## src/rtl/katadc_config_sched_if.sv

```systemverilog
// Handshake bundle between the config scheduler, its software master and the
// 3-wire config engine. The master modport is the scheduler's view.
interface katadc_config_sched_if;
  logic        sw_req;
  logic [3:0]  sw_addr;
  logic [15:0] sw_data;
  logic        sw_ack;
  logic [3:0]  cfg_addr;
  logic [15:0] cfg_data;
  logic        cfg_start;
  logic        cfg_done;

  modport master (
    input  sw_req, sw_addr, sw_data, cfg_done,
    output sw_ack, cfg_addr, cfg_data, cfg_start
  );

  modport slave (
    output sw_req, sw_addr, sw_data, cfg_done,
    input  sw_ack, cfg_addr, cfg_data, cfg_start
  );
endinterface

```

## src/rtl/katadc_config_sched.sv

```systemverilog
// KATADC config scheduler: replays a built-in register table after reset and
// arbitrates software writes onto a 3-wire config engine port.
module katadc_config_sched #(
  parameter int                        AUTOCONFIG  = 1,
  parameter int                        NUM_ENTRIES = 4,
  parameter int                        INIT_DELAY  = 255,
  parameter logic [4*NUM_ENTRIES-1:0]  AC_ADDR     = {4'h3, 4'h2, 4'h1, 4'h0},
  parameter logic [16*NUM_ENTRIES-1:0] AC_DATA     = {16'h807F, 16'h007F, 16'hBAFF, 16'h7FFF}
) (
  input  logic                 OPB_Clk,
  input  logic                 OPB_Rst_n,
  katadc_config_sched_if.master bus,
  input  logic                 ac_rerun,
  output logic                 ac_done,
  output logic                 busy,
  output logic                 cfg_err
);

  typedef enum logic [2:0] {INIT_WAIT, IDLE, ISSUE, WAIT_BUSY, WAIT_DONE} state_t;

  state_t      state_q, state_d;
  logic [15:0] cnt_q, cnt_d;
  logic [3:0]  ac_idx_q, ac_idx_d;
  logic        ac_pending_q, ac_pending_d;
  logic        ac_done_q, ac_done_d;
  logic        cfg_start_q, cfg_start_d;
  logic        sw_ack_q, sw_ack_d;
  logic [3:0]  cfg_addr_q, cfg_addr_d;
  logic [15:0] cfg_data_q, cfg_data_d;
  logic        cfg_err_q, cfg_err_d;
  logic        tbl_txn_q, tbl_txn_d;
  logic [1:0]  to_cnt_q, to_cnt_d;
  logic        sw_req_q, sw_req_d;
  logic [3:0]  sw_addr_q, sw_addr_d;
  logic [15:0] sw_data_q, sw_data_d;

  logic        rerun;
  logic        txn_end;
  logic [3:0]  sel_idx;
  logic [3:0]  tbl_addr [16];
  logic [15:0] tbl_data [16];

  // Table padded to 16 slots so a 4-bit index always lands on a defined entry.
  for (genvar gi = 0; gi < 16; gi++) begin : g_tbl
    if (gi < NUM_ENTRIES) begin : g_used
      assign tbl_addr[gi] = AC_ADDR[gi*4 +: 4];
      assign tbl_data[gi] = AC_DATA[gi*16 +: 16];
    end else begin : g_unused
      assign tbl_addr[gi] = '0;
      assign tbl_data[gi] = '0;
    end
  end

  assign rerun   = (AUTOCONFIG != 0) && ac_rerun;
  assign sel_idx = rerun ? 4'd0 : ac_idx_q;

  always_comb begin
    state_d      = state_q;
    cnt_d        = cnt_q;
    ac_idx_d     = ac_idx_q;
    ac_pending_d = ac_pending_q;
    ac_done_d    = ac_done_q;
    cfg_addr_d   = cfg_addr_q;
    cfg_data_d   = cfg_data_q;
    cfg_err_d    = cfg_err_q;
    tbl_txn_d    = tbl_txn_q;
    to_cnt_d     = to_cnt_q;
    cfg_start_d  = 1'b0;
    sw_ack_d     = 1'b0;
    txn_end      = 1'b0;
    sw_req_d     = bus.sw_req;
    sw_addr_d    = bus.sw_addr;
    sw_data_d    = bus.sw_data;

    // A rerun also disowns an in-flight table transfer so its completion
    // does not advance the freshly zeroed index.
    if (rerun) begin
      ac_pending_d = 1'b1;
      ac_done_d    = 1'b0;
      ac_idx_d     = 4'd0;
      tbl_txn_d    = 1'b0;
    end

    case (state_q)
      INIT_WAIT: begin
        if (cnt_q == 16'd0) state_d = IDLE;
        else                cnt_d   = cnt_q - 16'd1;
      end
      IDLE: begin
        if (ac_pending_q || rerun) begin
          cfg_addr_d  = tbl_addr[sel_idx];
          cfg_data_d  = tbl_data[sel_idx];
          tbl_txn_d   = 1'b1;
          cfg_start_d = 1'b1;
          state_d     = ISSUE;
        end else if (sw_req_q) begin
          cfg_addr_d  = sw_addr_q;
          cfg_data_d  = sw_data_q;
          tbl_txn_d   = 1'b0;
          cfg_start_d = 1'b1;
          sw_ack_d    = 1'b1;
          state_d     = ISSUE;
        end
      end
      ISSUE: begin
        to_cnt_d = 2'd0;
        state_d  = WAIT_BUSY;
      end
      WAIT_BUSY: begin
        if (!bus.cfg_done) begin
          state_d = WAIT_DONE;
        end else if (to_cnt_q == 2'd3) begin
          cfg_err_d = 1'b1;
          txn_end   = 1'b1;
          state_d   = IDLE;
        end else begin
          to_cnt_d = to_cnt_q + 2'd1;
        end
      end
      WAIT_DONE: begin
        if (bus.cfg_done) begin
          txn_end = 1'b1;
          state_d = IDLE;
        end
      end
      default: state_d = INIT_WAIT;
    endcase

    if (txn_end && tbl_txn_q && !rerun) begin
      tbl_txn_d = 1'b0;
      if (ac_idx_q == 4'(NUM_ENTRIES - 1)) begin
        ac_idx_d     = 4'd0;
        ac_pending_d = 1'b0;
        ac_done_d    = 1'b1;
      end else begin
        ac_idx_d = ac_idx_q + 4'd1;
      end
    end
  end

  always_ff @(posedge OPB_Clk) begin
    if (!OPB_Rst_n) begin
      state_q      <= INIT_WAIT;
      cnt_q        <= 16'(INIT_DELAY);
      ac_idx_q     <= 4'd0;
      ac_pending_q <= (AUTOCONFIG != 0);
      ac_done_q    <= (AUTOCONFIG == 0);
      cfg_start_q  <= 1'b0;
      sw_ack_q     <= 1'b0;
      cfg_addr_q   <= 4'd0;
      cfg_data_q   <= 16'd0;
      cfg_err_q    <= 1'b0;
      tbl_txn_q    <= 1'b0;
      to_cnt_q     <= 2'd0;
      sw_req_q     <= 1'b0;
      sw_addr_q    <= 4'd0;
      sw_data_q    <= 16'd0;
    end else begin
      state_q      <= state_d;
      cnt_q        <= cnt_d;
      ac_idx_q     <= ac_idx_d;
      ac_pending_q <= ac_pending_d;
      ac_done_q    <= ac_done_d;
      cfg_start_q  <= cfg_start_d;
      sw_ack_q     <= sw_ack_d;
      cfg_addr_q   <= cfg_addr_d;
      cfg_data_q   <= cfg_data_d;
      cfg_err_q    <= cfg_err_d;
      tbl_txn_q    <= tbl_txn_d;
      to_cnt_q     <= to_cnt_d;
      sw_req_q     <= sw_req_d;
      sw_addr_q    <= sw_addr_d;
      sw_data_q    <= sw_data_d;
    end
  end

  assign bus.cfg_addr  = cfg_addr_q;
  assign bus.cfg_data  = cfg_data_q;
  assign bus.cfg_start = cfg_start_q;
  assign bus.sw_ack    = sw_ack_q;
  assign ac_done       = ac_done_q;
  assign cfg_err       = cfg_err_q;
  assign busy          = (state_q != IDLE);

endmodule
```

## src/flat_wrapper.sv

```systemverilog
// flat-port wrapper written by rule: the top's interface ports become plain ports
module katadc_config_sched_flat 
#(
  parameter int                        AUTOCONFIG  = 1,
  parameter int                        NUM_ENTRIES = 4,
  parameter int                        INIT_DELAY  = 255,
  parameter logic [4*NUM_ENTRIES-1:0]  AC_ADDR     = {4'h3, 4'h2, 4'h1, 4'h0},
  parameter logic [16*NUM_ENTRIES-1:0] AC_DATA     = {16'h807F, 16'h007F, 16'hBAFF, 16'h7FFF}
)
  (OPB_Clk, OPB_Rst_n, ac_rerun, ac_done, busy, cfg_err, bus_sw_req, bus_sw_addr, bus_sw_data, bus_cfg_done, bus_sw_ack, bus_cfg_addr, bus_cfg_data, bus_cfg_start);
  katadc_config_sched_if bus_i ();
  input  logic OPB_Clk;
  input  logic OPB_Rst_n;
  input  logic ac_rerun;
  output logic ac_done;
  output logic busy;
  output logic cfg_err;
  input wire logic [$bits(bus_i.sw_req)-1:0] bus_sw_req;
  input wire logic [$bits(bus_i.sw_addr)-1:0] bus_sw_addr;
  input wire logic [$bits(bus_i.sw_data)-1:0] bus_sw_data;
  input wire logic [$bits(bus_i.cfg_done)-1:0] bus_cfg_done;
  output wire logic [$bits(bus_i.sw_ack)-1:0] bus_sw_ack;
  output wire logic [$bits(bus_i.cfg_addr)-1:0] bus_cfg_addr;
  output wire logic [$bits(bus_i.cfg_data)-1:0] bus_cfg_data;
  output wire logic [$bits(bus_i.cfg_start)-1:0] bus_cfg_start;
  assign bus_i.sw_req = bus_sw_req;
  assign bus_i.sw_addr = bus_sw_addr;
  assign bus_i.sw_data = bus_sw_data;
  assign bus_i.cfg_done = bus_cfg_done;
  assign bus_sw_ack = bus_i.sw_ack;
  assign bus_cfg_addr = bus_i.cfg_addr;
  assign bus_cfg_data = bus_i.cfg_data;
  assign bus_cfg_start = bus_i.cfg_start;
  katadc_config_sched #(.AUTOCONFIG(AUTOCONFIG), .NUM_ENTRIES(NUM_ENTRIES), .INIT_DELAY(INIT_DELAY), .AC_ADDR(AC_ADDR), .AC_DATA(AC_DATA)) u_core (.OPB_Clk(OPB_Clk), .OPB_Rst_n(OPB_Rst_n), .bus(bus_i), .ac_rerun(ac_rerun), .ac_done(ac_done), .busy(busy), .cfg_err(cfg_err));
endmodule
```

## config.mk

```make
export PLATFORM = sky130hd
export DESIGN_NAME = katadc_config_sched_flat
export DESIGN_NICKNAME = d
export VERILOG_FILES = /design/src/rtl/katadc_config_sched_if.sv /design/src/rtl/katadc_config_sched.sv /design/src/flat_wrapper.sv
export SDC_FILE = /design/constraint.sdc
export NUM_CORES = 1
export LEC_CHECK = 0
export ABC_AREA = 1
export BUFFER_PORTS_ARGS = -buffer_cell sky130_fd_sc_hd__buf_4
export CELL_PAD_IN_SITES_DETAIL_PLACEMENT = 1
export CELL_PAD_IN_SITES_GLOBAL_PLACEMENT = 1
export CORE_AREA = 2 2 95 115
export CTS_CLUSTER_DIAMETER = 120
export DETAILED_ROUTE_END_ITERATION = 12
export DIE_AREA = 0 0 97 117
export PLACE_DENSITY = 0.66
export SETUP_SLACK_MARGIN = 0.15
export SYNTH_ARGS = -nofsm -noshare
export SYNTH_HDL_FRONTEND = slang
export SYNTH_SLANG_ARGS = --single-unit
```

## constraint.sdc

```tcl
create_clock -name OPB_Clk -period 2.85 [get_ports OPB_Clk]
set_clock_uncertainty 0.15 [all_clocks]
set_input_delay 0.285 -clock OPB_Clk [delete_from_list [all_inputs] [get_ports OPB_Clk]]
set_output_delay 0.285 -clock OPB_Clk [all_outputs]
set_load 0.01 [all_outputs]
```

==> results.toml <==
[critical_path]
critical_path_arrival_ns = 2.07
crit_type = "flip-flop to flip-flop"
worst-path-max-fanout = 19
required_ns = 2.94
slowest_delay_ns = 0.33
crit_path_start_kind = "flip-flop"
endpoint_kind = "flip-flop"
worst_path_max_delay_cell = "dfxtp_1"
path_cells = "inv_1, ha_1, nand2_1, nor2_1, nand2_1, nand2_2, inv_2, a21oi_1, nor2_1"

[timing]
worst_slew_pin_slew_ns = 0.5184
fin_crit_sh_pct = 69.48
timing.slew.headroom_pct = 65.44
setup_ws_ns = 0.8698
min_period_ns = 1.980
hold_viol_final = 0
setup_viol_count_final = 0
tns_ns = 0
slew_violations = 0
rsz0062_at_grt = "no"
fmax_mhz = 505.0

[layout]
fillers = 1265
finalInstanceArea_um2 = 4049
syn_to_final_growth_pct = 33.94
drive_gt1_share_pct = 15.68
n_antenna_cell = 0
nets = 515

[global_route]
grt_overflow = 0
grt_max_degree = 54
grt_antenna_before_repair = 0
grt_pass1_vias = 3038
grt_pass1_wl_mm = 14.17
grt_use_total_pct = 15.46

[synth]
synth-main-ff-cell = "dfxtp_1"
syn_avg_cell_area_um2 = 7.232
ys_async_sr_fraction_pct = 0
synth_edf_count = 0
yosys-top-cells-area = "dfxtp_1 48%, nand2_1 12%, a21oi_1 8.6%, nor2_1 6.6%, inv_1 5.7%"
yosysTopAreaCell = "dfxtp_1"
post-synth-top-count-cell = "nand2_1"
syn_inst = 418
yosysWarnings = 0
synth_nets = 447
synth.distinct_cells = 24
syn-cell-area_um2 = 3023
synth_top_area_share_pct = 47.68
ys_seq_area_share_pct = 47.68
yosys_register_bits = 72
netlist_top_cells_count = "94 x nand2_1, 72 x dfxtp_1, 53 x nor2_1"

[placed_design]
io_buffers = 49
routabilityCongestion = 0.7806
placed_area_um2 = 3495
pre_cts_ws_ns = 0.8897
hpwl_mm = 5.666

[power_and_ir_drop]
p_leak_nw = 1.914
vdd.ir_drop.worst_uv = 309.1
power_density_nw_per_um2 = 601.9

[drt]
postRouteAntennaNets = 0
vias_per_cell = 4.653
drtIter0Drc = 85
drc = 0
first_pass_iters = 4
via_count = 2885
finalWirelength_mm = 8.141
drt-wirelength-per-cell_um = 13.13

[cts]
clk_pin_slew_ns = 0.06
numCtsBuffers = 9
cts.sinks = 72
clockRootBuffer = "clkbuf_16"
htreeDepth = 3
cts_tree = "yes"
insertion_delay_ns = 0.34
cts_setup_buffers = 0
clockBufferDepth = 2

[floorplan]
die_x_um = 97
io_pins = 50
fp.dieH_um = 117
die_area_um2 = 11350
core_um2 = 10310
num_rows = 41
start_util_pct = 29.32

[hold_path]
holdCritPathClass = "input port to flip-flop"

[job]
cap_violations = 0

[status]
status = "completed"
## state kept, by name, indices dropped and copies added, names as in the netlist
signal	count
u_core.bus.cfg_addr	4
u_core.bus.sw_ack	1
u_core.ac_pending_q	1
u_core.ac_done	1
u_core.tbl_txn_q	1
u_core.bus.cfg_data	16
u_core.ac_idx_q	4
u_core.sw_data_q	16
u_core.cnt_q	16
u_core.cfg_err	1
u_core.to_cnt_q	2
u_core.bus.cfg_start	1
u_core.sw_addr_q	4
u_core.state_q	3
u_core.sw_req_q	1
## path summary, 6_finish.rpt
kind	start	to	slack (ns)	depth (start not counted)
setup / recovery	u_core.cnt_q[0]	u_core.cnt_q[11]	0.87	9
setup reg to reg	u_core.cnt_q[0]	u_core.cnt_q[11]	0.87	9
hold reg to reg	u_core.sw_addr_q[3]	u_core.bus.cfg_addr[3]	0.28	2
hold / removal	OPB_Rst_n	u_core.cnt_q[6]	0.06	2
## report_power, final
group / internal, mW / switching (mW) / total [mW] / leakage, nW
Sequential: 1.03 / 0.00756 / 1.03 / 0.587
Clock: 0.856 / 0.452 / 1.31 / 0.162
Combinational: 0.0519 / 0.0436 / 0.0954 / 1.17
## critical path, delay by kind of cell (launching register included)
family | cells | cell delay, ns
buf+inv | 2 | 0.32
compound gates | 1 | 0.17
flops | 1 | 0.33
simple gates | 5 | 0.73
fa+ha+maj | 1 | 0.17
## final cells by class
class,count,area [um2],area share (%)
sequential,72,1441,35.60
multi-input combinational,280,1314,32.45
timing repair buffer,73,600.6,14.83
clock buffer,9,225.2,5.562
inverter,50,187.7,4.635
tap,129,161.4,3.986
clock inverter,7,118.9,2.936
## kinds of logic after synthesis
kind of cell	Yosys count	synth area share, %
flops	72	47.68
xor+xnor	4	1.159
simple gates	187	26.32
fa+ha+maj	4	1.656
buf+inv	66	8.857
compound gates	85	14.32
## timing repair
action | in CTS | in global routing
endpoints found under the setup margin | 0 | 0
hold buffers | 21 | 0
hold endpoints to repair | 21 | 0
resized for setup | 0 | 0
## metal layers
metal  vias to the layer above  track usage (%)  part of all wire [%]
met3                        15            3.385                   3.6
met4                         0            8.075                   2.7
met2                        46            27.78                    51
met1                      1354            17.36                    43
met5                         -                0                     0
li1                       1470                -                     -
## per-stage QoR
step | power [mW] | std cells | utilization [%] | hold slack, ns
after global placement | 1.126 | 583 | 33.89 | 0.2633
after detailed placement | 1.129 | 583 | 33.89 | 0.2649
final | 2.437 | 620 | 39.27 | 0.06319
after CTS | 2.462 | 620 | 39.27 | 0.06245
after floorplan | 1.089 | 418 | - | 0.2326
after global routing | 2.519 | 620 | 39.27 | 0.07139
## cells in the final DEF, fill, tap and decap left out
| cell | count |
|---|---|
| inv_2 | 4 |
| dlygate4sd3_1 | 21 |
| nor2_1 | 53 |
| o21ai_0 | 16 |
| nor3_1 | 2 |
| nand3_1 | 22 |
| xnor2_1 | 1 |
| buf_4 | 52 |
| nand4_1 | 3 |
| nand2_2 | 2 |
| nor2_4 | 2 |
| clkbuf_16 | 9 |
| inv_6 | 1 |
| inv_1 | 46 |
| nand3b_1 | 8 |
| ha_1 | 4 |
| a22oi_1 | 1 |
| clkinvlp_4 | 2 |
| xor2_1 | 3 |
| o21ai_1 | 14 |
| a21oi_1 | 52 |
| bufinv_16 | 3 |
| dfxtp_1 | 72 |
| nor3_2 | 1 |
| nand2_1 | 94 |
| clkinv_2 | 1 |
| a21boi_0 | 2 |
No activity file was read; power rests on OpenSTA's default activity.
